### src/rtl/tt_um_input_debounce_pkg.sv
// Shared constants for the input debounce stage: pin-direction mask, event
// counter geometry and the default debounce length.
package tt_um_input_debounce_pkg;

    localparam logic [7:0]  IO_OE_MASK              = 8'hF0;
    localparam int unsigned EVT_CNT_W               = 4;
    localparam int unsigned SEL_W                   = 2;
    localparam int unsigned DEBOUNCE_CYCLES_DEFAULT = 4;

endpackage

### src/rtl/debounce_bit.sv
// One input bit: two-flop synchronizer followed by a stability counter that
// only flips the stable level after DEBOUNCE_CYCLES consecutive differing samples.
module debounce_bit #(
    parameter int unsigned DEBOUNCE_CYCLES = 4,
    parameter int unsigned CNT_W           = 16
) (
    input  logic clk,
    input  logic rst_n,
    input  logic din,
    output logic dout
);

    localparam logic [CNT_W-1:0] CNT_LAST = CNT_W'(DEBOUNCE_CYCLES - 1);

    logic             sync1_q;
    logic             sync2_q;
    logic             stable_q;
    logic [CNT_W-1:0] cnt_q;

    always_ff @(posedge clk or negedge rst_n) begin
        if (!rst_n) begin
            sync1_q  <= 1'b0;
            sync2_q  <= 1'b0;
            stable_q <= 1'b0;
            cnt_q    <= '0;
        end else begin
            sync1_q <= din;
            sync2_q <= sync1_q;
            // Any sample agreeing with the stable level restarts the count.
            if (sync2_q == stable_q) begin
                cnt_q <= '0;
            end else if (cnt_q == CNT_LAST) begin
                stable_q <= sync2_q;
                cnt_q    <= '0;
            end else begin
                cnt_q <= cnt_q + 1'b1;
            end
        end
    end

    assign dout = stable_q;

endmodule

### src/rtl/tt_um_input_debounce.sv
// Debounces all ui_in bits onto uo_out and counts rising edges of one
// selectable debounced bit, shown on uio_out[7:4] for bring-up.
module tt_um_input_debounce
    import tt_um_input_debounce_pkg::*;
#(
    parameter int unsigned WIDTH           = 8,
    parameter int unsigned DEBOUNCE_CYCLES = DEBOUNCE_CYCLES_DEFAULT,
    parameter int unsigned CNT_W           = 16
) (
    input  logic       clk,
    input  logic       rst_n,
    input  logic       ena,
    input  logic [7:0] ui_in,
    output logic [7:0] uo_out,
    input  logic [7:0] uio_in,
    output logic [7:0] uio_out,
    output logic [7:0] uio_oe
);

    logic [WIDTH-1:0]     stable;
    logic [SEL_W-1:0]     sel;
    logic                 clear;
    logic                 sel_bit;
    logic                 sel_bit_q;
    logic                 rise;
    logic [EVT_CNT_W-1:0] count_q;

    for (genvar i = 0; i < WIDTH; i++) begin : g_bit
        debounce_bit #(
            .DEBOUNCE_CYCLES(DEBOUNCE_CYCLES),
            .CNT_W          (CNT_W)
        ) u_debounce_bit (
            .clk  (clk),
            .rst_n(rst_n),
            .din  (ui_in[i]),
            .dout (stable[i])
        );
    end

    // sel is quasi-static; switching it may produce one spurious rise.
    assign sel     = uio_in[SEL_W-1:0];
    assign clear   = uio_in[2];
    assign sel_bit = stable[sel];
    assign rise    = sel_bit & ~sel_bit_q;

    always_ff @(posedge clk or negedge rst_n) begin
        if (!rst_n) begin
            sel_bit_q <= 1'b0;
            count_q   <= '0;
        end else begin
            sel_bit_q <= sel_bit;
            if (clear) begin
                count_q <= '0;
            end else if (rise) begin
                count_q <= count_q + 1'b1;
            end
        end
    end

    assign uo_out  = stable;
    assign uio_out = {count_q, 4'b0000};
    assign uio_oe  = IO_OE_MASK;

    logic unused_pins;
    assign unused_pins = ^{ena, uio_in[7:3]};

endmodule
### config.mk
export PLATFORM = sky130hd
export DESIGN_NAME = tt_um_input_debounce
export DESIGN_NICKNAME = d
export VERILOG_FILES = /design/src/rtl/tt_um_input_debounce_pkg.sv /design/src/rtl/debounce_bit.sv /design/src/rtl/tt_um_input_debounce.sv
export SDC_FILE = /design/constraint.sdc
export NUM_CORES = 1
export LEC_CHECK = 0
export CAP_MARGIN = 20
export CORE_MARGIN = 5
export CORE_UTILIZATION = 64
export DETAILED_ROUTE_END_ITERATION = 10
export GPL_TIMING_DRIVEN = 0
export PLACE_DENSITY = 0.85
export SLEW_MARGIN = 30
export SYNTH_ARGS = -nofsm -noshare
export SYNTH_HDL_FRONTEND = slang
export SYNTH_SLANG_ARGS = --single-unit
### constraint.sdc
create_clock -name clk -period 3.3 [get_ports clk]
set_input_delay 0.66 -clock clk [delete_from_list [all_inputs] [get_ports clk]]
set_output_delay 0.66 -clock clk [all_outputs]
set_load 0.02 [all_outputs]
# Yosys cells after proc, flatten, opt, wreduce, memory -nomap -nowiden

Index checks and enable logic that the tools add are counted.

Register bits: 157
Output and inout port bits: 24

Add/sub/neg operators: 9
Order comparisons: 1
Equality and inequality tests: 16
Multiplexer cells: 20
Bitwise gates (word level): 10
Reductions and logical operators: 9

Operator list:

| kind                                                | number |
|---|---|
| two-way mux 16 bit                                  | 16 |
| adder 16 x 1 -> 16 bit (second input constant)      | 8 |
| == test 16 x 2 -> 1 bit (second input constant)     | 8 |
| AND reduction 2 bit                                 | 8 |
| NOT 1 bit                                           | 9 |
| == test 1 bit                                       | 8 |
| two-way mux 4 bit                                   | 2 |
| adder 4 x 1 -> 4 bit (second input constant)        | 1 |
| < comparator 2 x 4 -> 1 bit (second input constant) | 1 |
| binary-select mux 1 bit (select 2 bit)              | 1 |
| nonzero test 2 bit                                  | 1 |
| bitwise AND 1 bit                                   | 1 |
| two-way mux 1 bit                                   | 1 |

# Longest topological paths before layout

Gate-level depths: netlist of run 1.

Depth after elaboration: 5
Mapped depth: 6
Depth with buffers taken out: 5

# By module

From an unflattened synthesis of run 1, not the netlist that was laid out.

Cell total of the unflattened synthesis: 726
Area, all modules: 7998.9 µm²

Modules (own cells, without submodules):

| module                                     | times used | cells an instance | area each (µm²) | sequential area each (µm²) |
|---|---|---|---|---|
| debounce_bit (g_bit[0].u_debounce_bit ...) | 7          | 86                | 950.9           | 475.5 |
| debounce_bit (g_bit[3].u_debounce_bit)     | 1          | 86                | 974.7           | 475.5 |
| tt_um_input_debounce                       | 1          | 38                | 367.9           | 125.1 |

# Worst setup path before layout of run 1

No wires, ideal clock.

Kind: input-to-reg
Start point: in uio_in[0]
End point: reg count_q[3]
Library setup time: 0.118 ns
Data arrival time: 1.623 ns
Required time: 3.182 ns
Path slack: 1.559 ns
Stages: 4
Path buffers: 0
Path through: mux4_2 -> or3b_2 -> xor2_1 -> nor2_1

Longest elaborated chain between the ends: 4

RTL lines:

| what                                    | line                       | source |
|---|---|---|
| start: declaration                      | tt_um_input_debounce.sv:15 | `input logic [7:0] uio_in,` |
| binary-select mux 1 bit (select 2 bit)  | tt_um_input_debounce.sv:43 | `assign sel_bit = stable[sel];` |
| two-way mux 1 bit (not written as such) | tt_um_input_debounce.sv:43 |  |
| bitwise AND 1 bit                       | tt_um_input_debounce.sv:44 | `assign rise = sel_bit & ~sel_bit_q;` |
| nonzero test 2 bit (no line)            | n/a                        |  |
| end signal: assignment                  | tt_um_input_debounce.sv:55 | `count_q <= count_q + 1'b1;` |
| end: declaration                        | tt_um_input_debounce.sv:26 | `logic [EVT_CNT_W-1:0] count_q;` |

No other way between the ends. The select of a mux whose other input is x is not followed.
A chain may end at the register's enable or synchronous reset.

# Final worst setup path of run 1

Start point: reg g_bit[1].u_debounce_bit.stable_q
End point: out uo_out[1]

RTL lines:

| what                     | line                       | source |
|---|---|---|
| start: declaration       | debounce_bit.sv:17         | `logic stable_q;` |
| start signal: assignment | debounce_bit.sv:33         | `stable_q <= sync2_q;` |
| end: declaration         | tt_um_input_debounce.sv:14 | `output logic [7:0] uo_out,` |

No word-level cell between the ends.

==> results of run 1 <==
## flip-flops by register name, indices dropped and copies added (netlist names)
name	cells
count_q	4
g_bit.u_debounce_bit.sync2_q	8
g_bit.u_debounce_bit.cnt_q	128
g_bit.u_debounce_bit.sync1_q	8
g_bit.u_debounce_bit.dout	8
sel_bit_q	1
## power breakdown
group	internal (mW)	switching (mW)
registers	2.11	0.196
clock network	1.01	0.747
logic	0.464	0.665
total	3.59	1.61
## routing by layer
metal  vias up  part of all wire  routed length [microns]  track usage
li1       2617                 -                        -            -
met1      2693              0.42                     5970       0.2745
met2       143              0.52                     7482       0.3624
met3        32             0.044                      625      0.05574
met4         0             0.019                      279      0.09319
met5         -                 0                        0            0
## through the flow
stage | total power [mW] | setup TNS, ns | util | hold WS [ns]
floorplan | 3.054 | 0 | - | 0.3312
global placement | 3.395 | -689.42 | 0.6921 | 0.3325
detailed placement | 3.445 | 0 | 0.6949 | 0.3355
CTS | 5.232 | 0 | 0.7423 | 0.1794
global route | 5.485 | 0 | 0.7423 | 0.1884
finish | 5.193 | 0 | 0.7423 | 0.1530
## worst register-to-register path, stage by stage (launching register included)
cell	delay, ns
dfrtp_1	0.39
ha_1	0.28
nor4b_1	0.26
nand4_1	0.22
nand2_1	0.24
buf_2	0.27
nor2_1	0.09
## cell families after synthesis
family / synth area share
buffers and inverters: 0.03982
AOI/OAI and AO/OA: 0.008233
DFF: 0.5276
muxes: 0.01647
other: 0.001009
adders and majority gates: 0.01512
and+or+nand+nor: 0.2529
xor gates and xnor gates: 0.1388
## layout make-up
class                   count  area share
plain buffers              37     0.02746
clock inverters            10    0.007824
multi-input cells         528      0.3844
inverters                  17    0.007529
well taps                 143     0.02111
clock buffers              22     0.05595
flip-flops and latches    157      0.4635
repair buffers             25     0.03218
## worst paths after layout
kind / from / to / slack (ns) / depth (start not counted)
worst min-delay path: rst_n / g_bit[6].u_debounce_bit.cnt_q[5] / 0.15 / 1
worst max-delay path: g_bit[1].u_debounce_bit.dout / uo_out[1] / 1.02 / 2
max in group asynchronous: rst_n / g_bit[1].u_debounce_bit.cnt_q[3] / 2.36 / 2
worst min register to register: g_bit[7].u_debounce_bit.sync1_q / g_bit[7].u_debounce_bit.sync2_q / 0.35 / 0
min in group clk: g_bit[7].u_debounce_bit.sync1_q / g_bit[7].u_debounce_bit.sync2_q / 0.35 / 0
worst max register to register: g_bit[3].u_debounce_bit.cnt_q[0] / g_bit[3].u_debounce_bit.cnt_q[8] / 1.43 / 6
## layout by cell type, fill, tap and decap left out, types with 9 or more instances in the layout
cell type / instances
dfrtp_1: 157
nor2_1: 134
xnor2_1: 69
xor2_1: 49
nand4_1: 48
nor4_1: 42
nand3_1: 42
nand2_1: 33
nor3_1: 27
clkdlybuf4s50_1: 23
buf_4: 20
inv_1: 17
clkbuf_16: 17
and3_1: 13
conb_1: 12
buf_2: 10
ha_1: 9
==> flow_metrics.py, run 1 <==
metrics = {
    "floorplan": {
        "initial_core_util": 0.6521,
        "die_y_microns": 117.9,
        "rows": 39,
        "core_area_sq_mm": 0.01142,
        "die_w_microns": 117.9,
        "io_pins": 43,
        "die_area_sq_mm": 0.01389,
    },
    "logic_synthesis": {
        "synth_top_area_frac": 0.5276,
        "synth_edf_count": 0,
        "avgSynthCellArea_sq_um": 10.21,
        "synth_area_leaders": "dfrtp_1 53%, xnor2_1 8.1%, nor2_1 6.8%",
        "async_flop_share": 1.000,
        "synth_cell_type_count": 36,
        "syn_area_sq_mm": 0.007446,
        "yosysWarningCount": 0,
        "yosysMostFrequentCell": "dfrtp_1",
        "synthCells": 729,
        "synthFlopType": "dfrtp_1",
        "synthTopCellsByCount": "157 x dfrtp_1, 134 x nor2_1, 69 x xnor2_1, 49 x xor2_1, 48 x nand4_1",
        "synth-seq-cells": 157,
        "yosysTopAreaCell": "dfrtp_1",
        "yosysSeqAreaShare": 0.5276,
    },
    "global_route": {
        "grt_pass1_vias": 5594,
        "grt-ovfl-total": 0,
        "antenna_found_initial": 0,
        "grt_max_degree": 94,
        "grt_usage": 0.2192,
        "grt_pass1_wl_microns": 25520,
    },
    "placement": {
        "dp_hpwl_microns": 9374,
        "pre_cts_slack_ns": 0.9925,
        "portBuffers": 24,
        "gp_congestion": 0.8822,
        "dp.cells": 907,
        "placed_area_sq_mm": 0.007935,
    },
    "cts": {
        "clock_latency_ns": 0.43,
        "cts_setup_buffers": 0,
        "cts_resized": 0,
        "cts_num_sinks": 157,
        "ctsHoldBuffers": 0,
        "numCtsBuffers": 17,
        "cts_tree": "built",
        "clockBufferDepth": 2,
        "clk_pin_slew_ns": 0.06,
        "root_buffer": "clkbuf_16",
        "cts.htree.levels": 4,
    },
    "pwr": {
        "ir_worst_vdd_uv": 609.7,
        "power_density_mw_per_mm2": 612.7,
        "power_leakage_nw": 3.556,
    },
    "critical_path": {
        "path_cells": "buf_4, clkdlybuf4s50_1",
        "worstPathRequired_ns": 2.64,
        "crit_path_top_delay_cell": "clkdlybuf4s50_1",
        "arrival_ns": 1.62,
        "critPathTopFamily": "buffers and inverters",
        "timing_worst_setup_path_type": "reg -> out",
        "setup.worst_path.start_class": "flop",
        "critPathMaxFanout": 4,
        "slowest_delay_ns": 0.59,
        "worstSetupEndpointType": "output port",
        "crit_buf_inv": 2,
    },
    "finish": {
        "seqCellArea_sq_mm": 0.003929,
        "nets": 811,
        "fin_cells": 939,
        "fill_cells": 755,
        "finish.instance_area_sq_mm": 0.008476,
        "multi_input_area_sq_mm": 0.003258,
        "area_growth_pct": 13.83,
        "diodes": 0,
        "drive_above_1_share": 0.1030,
    },
    "detailed_routing": {
        "vias_per_cell": 5.841,
        "ant_nets": 0,
        "routed-via-count": 5485,
        "drt_pass1_iterations": 4,
        "routed_wl_microns": 14360,
        "first_iter_violations": 392,
        "drc": 0,
        "routedWlPerCell_microns": 15.29,
    },
    "timing": {
        "fmax_mhz": 438.0,
        "period_needed_ns": 2.283,
        "finClkSkew_ns": 0.01334,
        "final_hold_viol_count": 0,
        "fin_ws_ns": 1.017,
        "timing.final.crit_share": 0.6919,
        "report.final.slew_viol_count": 0,
        "grt_setup_unrepaired": "false",
        "setup-violations-final": 0,
    },
    "flow_run": {
        "drv_cap": 0,
    },
    "run_status": {
        "outcome": "finished clean",
    },
    "hold_path": {
        "holdCritPathClass": "in -> async",
    },
}
(Power assumes the default switching activity.)
==> run 2: changes to the inputs <==
--- a/config.mk
+++ b/config.mk
@@ -7,10 +7,10 @@
 export LEC_CHECK = 0
 export CAP_MARGIN = 20
 export CORE_MARGIN = 5
-export CORE_UTILIZATION = 64
+export CORE_UTILIZATION = 60
 export DETAILED_ROUTE_END_ITERATION = 10
 export GPL_TIMING_DRIVEN = 0
-export PLACE_DENSITY = 0.85
+export PLACE_DENSITY = 0.8
 export SLEW_MARGIN = 30
 export SYNTH_ARGS = -nofsm -noshare
 export SYNTH_HDL_FRONTEND = slang
==> constraint.sdc (replaced) <==
create_clock -name clk -period 2.3 [get_ports clk]
set_input_delay 0.46 -clock clk [delete_from_list [all_inputs] [get_ports clk]]
set_output_delay 0.46 -clock clk [all_outputs]
set_load 0.02 [all_outputs]
==> flow_metrics.py, run 2 (synthesis results as in run 1) <==
metrics = {
    "finish": {
        "finish.instance_area_sq_mm": 0.008578,
        "largest-register": "g_bit.u_debounce_bit.cnt_q",
        "final_cell_mix": "157 x dfrtp_1, 134 x nor2_1, 69 x xnor2_1",
        "diodes": 0,
        "fin_cells": 964,
        "nets": 811,
        "drive_above_1_share": 0.1030,
        "final_common_cell": "dfrtp_1",
        "largest_register_ffs": 128,
        "area_growth_pct": 15.21,
    },
    "cts": {
        "clockBufferDepth": 2,
        "root_buffer": "clkbuf_16",
        "cts_setup_buffers": 0,
        "ctsHoldBuffers": 0,
        "cts.htree.levels": 4,
        "clock_latency_ns": 0.41,
        "cts_resized": 0,
        "numCtsBuffers": 17,
        "cts_tree": "built",
        "clk_pin_slew_ns": 0.06,
        "cts_num_sinks": 157,
    },
    "floorplan": {
        "initial_core_util": 0.6148,
        "rows": 40,
        "die_w_microns": 121.4,
        "die_area_sq_mm": 0.01474,
        "core_area_sq_mm": 0.01211,
        "die_y_microns": 121.4,
        "io_pins": 43,
    },
    "pwr": {
        "p_sw_mw": 2.273,
        "p_sw_frac": 0.2933,
        "ir_worst_vdd_uv": 756.4,
        "share_clk_of_total_power": 0.367,
        "seq_power_share": 0.425,
        "power_density_mw_per_mm2": 903.6,
        "p_int_mw": 5.478,
        "p_comb_frac": 0.208,
        "power_leakage_nw": 3.599,
    },
    "global_route": {
        "antenna_found_initial": 0,
        "grt_pass1_vias": 5386,
        "grt_pass1_wl_microns": 25030,
        "grt_usage": 0.2098,
        "grt-ovfl-total": 0,
        "grt_max_degree": 92,
    },
    "timing": {
        "finClkSkew_ns": 0.004255,
        "timing.final.crit_share": 0.9026,
        "report.final.slew_viol_count": 0,
        "grt_setup_unrepaired": "false",
        "timing.hold.ws_ns": -0.002994,
        "period_needed_ns": 2.076,
        "setup-violations-final": 0,
        "final_hold_viol_count": 10,
        "fmax_mhz": 481.7,
    },
    "detailed_routing": {
        "highest_layer": "met4",
        "routed-wl-met2_microns": 7205,
        "drt_pass1_iterations": 6,
        "routed_wl_microns": 14090,
        "vias_per_cell": 5.618,
        "first_iter_violations": 460,
        "met1_length_microns": 6123,
        "drc": 0,
        "routed-via-count": 5416,
        "ant_nets": 0,
        "routedWlPerCell_microns": 14.62,
        "wl_met3_microns": 536,
    },
    "run_status": {
        "violations": "hold timing",
        "outcome": "complete, but fails checks",
    },
    "placement": {
        "dp_hpwl_microns": 9317,
        "gp_congestion": 0.8649,
        "portBuffers": 24,
        "dp.cells": 932,
        "placed_area_sq_mm": 0.007966,
    },
    "critical_path": {
        "critPathMaxFanout": 4,
        "worstSetupEndpointType": "output port",
        "r2r_end": "g_bit[4].u_debounce_bit.cnt_q[0]",
        "r2r_start": "g_bit[4].u_debounce_bit.cnt_q[0]",
        "rrSetupSlack_ns": 0.25,
        "arrival_ns": 1.62,
        "worstPathRequired_ns": 1.84,
        "timing_worst_setup_path_type": "reg -> out",
        "setup.worst_path.start_class": "flop",
        "rr_worst_depth": 6,
    },
    "hold_path": {
        "holdCritPathClass": "in -> async",
    },
    "flow_run": {
        "drv_cap": 0,
    },
}
==> run 2: cell count changes in the layout (fill, tap and decap cells not counted) <==
| cell | change |
|---|---|
| clkinvlp_4 | -3 |
| bufinv_16 | +3 |
| clkinv_4 | +1 |
| clkinv_2 | -1 |
==> run 2: stage by stage <==
| stage | setup slack [ns] | hold WS [ns] | utilization | setup TNS (ns) | total power [mW] |
|---|---|---|---|---|---|
| global route | 0.1037 | 0.02293 | 0.7083 | 0 | 8.171 |
| finish | 0.2240 | -0.002994 | 0.7083 | 0 | 7.751 |
| global placement | -5.190 | 0.3337 | 0.6551 | -812.95 | 4.877 |
| detailed placement | 0.1942 | 0.3372 | 0.6577 | 0 | 4.932 |
| floorplan | 0.7494 | 0.1644 | - | 0 | 4.382 |
| CTS | 0.1987 | 0.001194 | 0.7083 | 0 | 7.818 |
==> run 2: power by group through the flow <==
stage	sequential (mW)	combinational, mW	clock (mW)
6_report	3.29	1.61	2.84
5_1_grt	3.33	1.80	3.03
4_1_cts	3.29	1.63	2.89
3_5_place_dp	3.33	1.60	0
3_3_place_gp	3.32	1.56	0
2_1_floorplan	3.28	1.11	0
==> run 2: per-layer routing <==
layer / vias to the layer above / track usage
li1: 2613 / -
met4: 0 / 0.07843
met1: 2655 / 0.2703
met3: 26 / 0.05082
met2: 122 / 0.3451
met5: - / 0
==> run 2: layout make-up <==
cell class / count / area (sq um)
Sequential cell: 157 / 3929
Fill cell: 850 / 3533
Multi-Input combinational cell: 528 / 3258
Clock buffer: 22 / 474.2
Timing Repair Buffer: 25 / 272.8
Buffer: 37 / 232.7
Tap cell: 168 / 210.2
Clock inverter: 10 / 137.6
Inverter: 17 / 63.81
==> run 2: worst max-delay path, stage by stage, from the launching register on <==
cell             delay (ns)
dfrtp_1                0.46
buf_4                  0.15
clkdlybuf4s50_1        0.59
==> run 2: how the worst max path moves through the flow <==
stage,from,end,cells after the start
floorplan,g_bit[4].u_debounce_bit.cnt_q[0],g_bit[4].u_debounce_bit.cnt_q[10],6
global placement,rst_n,g_bit[1].u_debounce_bit.cnt_q[8],1
detailed placement,uio_in[0],count_q[3],5
CTS,g_bit[0].u_debounce_bit.dout,uo_out[0],2
global route,g_bit[4].u_debounce_bit.cnt_q[0],g_bit[4].u_debounce_bit.cnt_q[7],6
finish,g_bit[0].u_debounce_bit.dout,uo_out[0],2
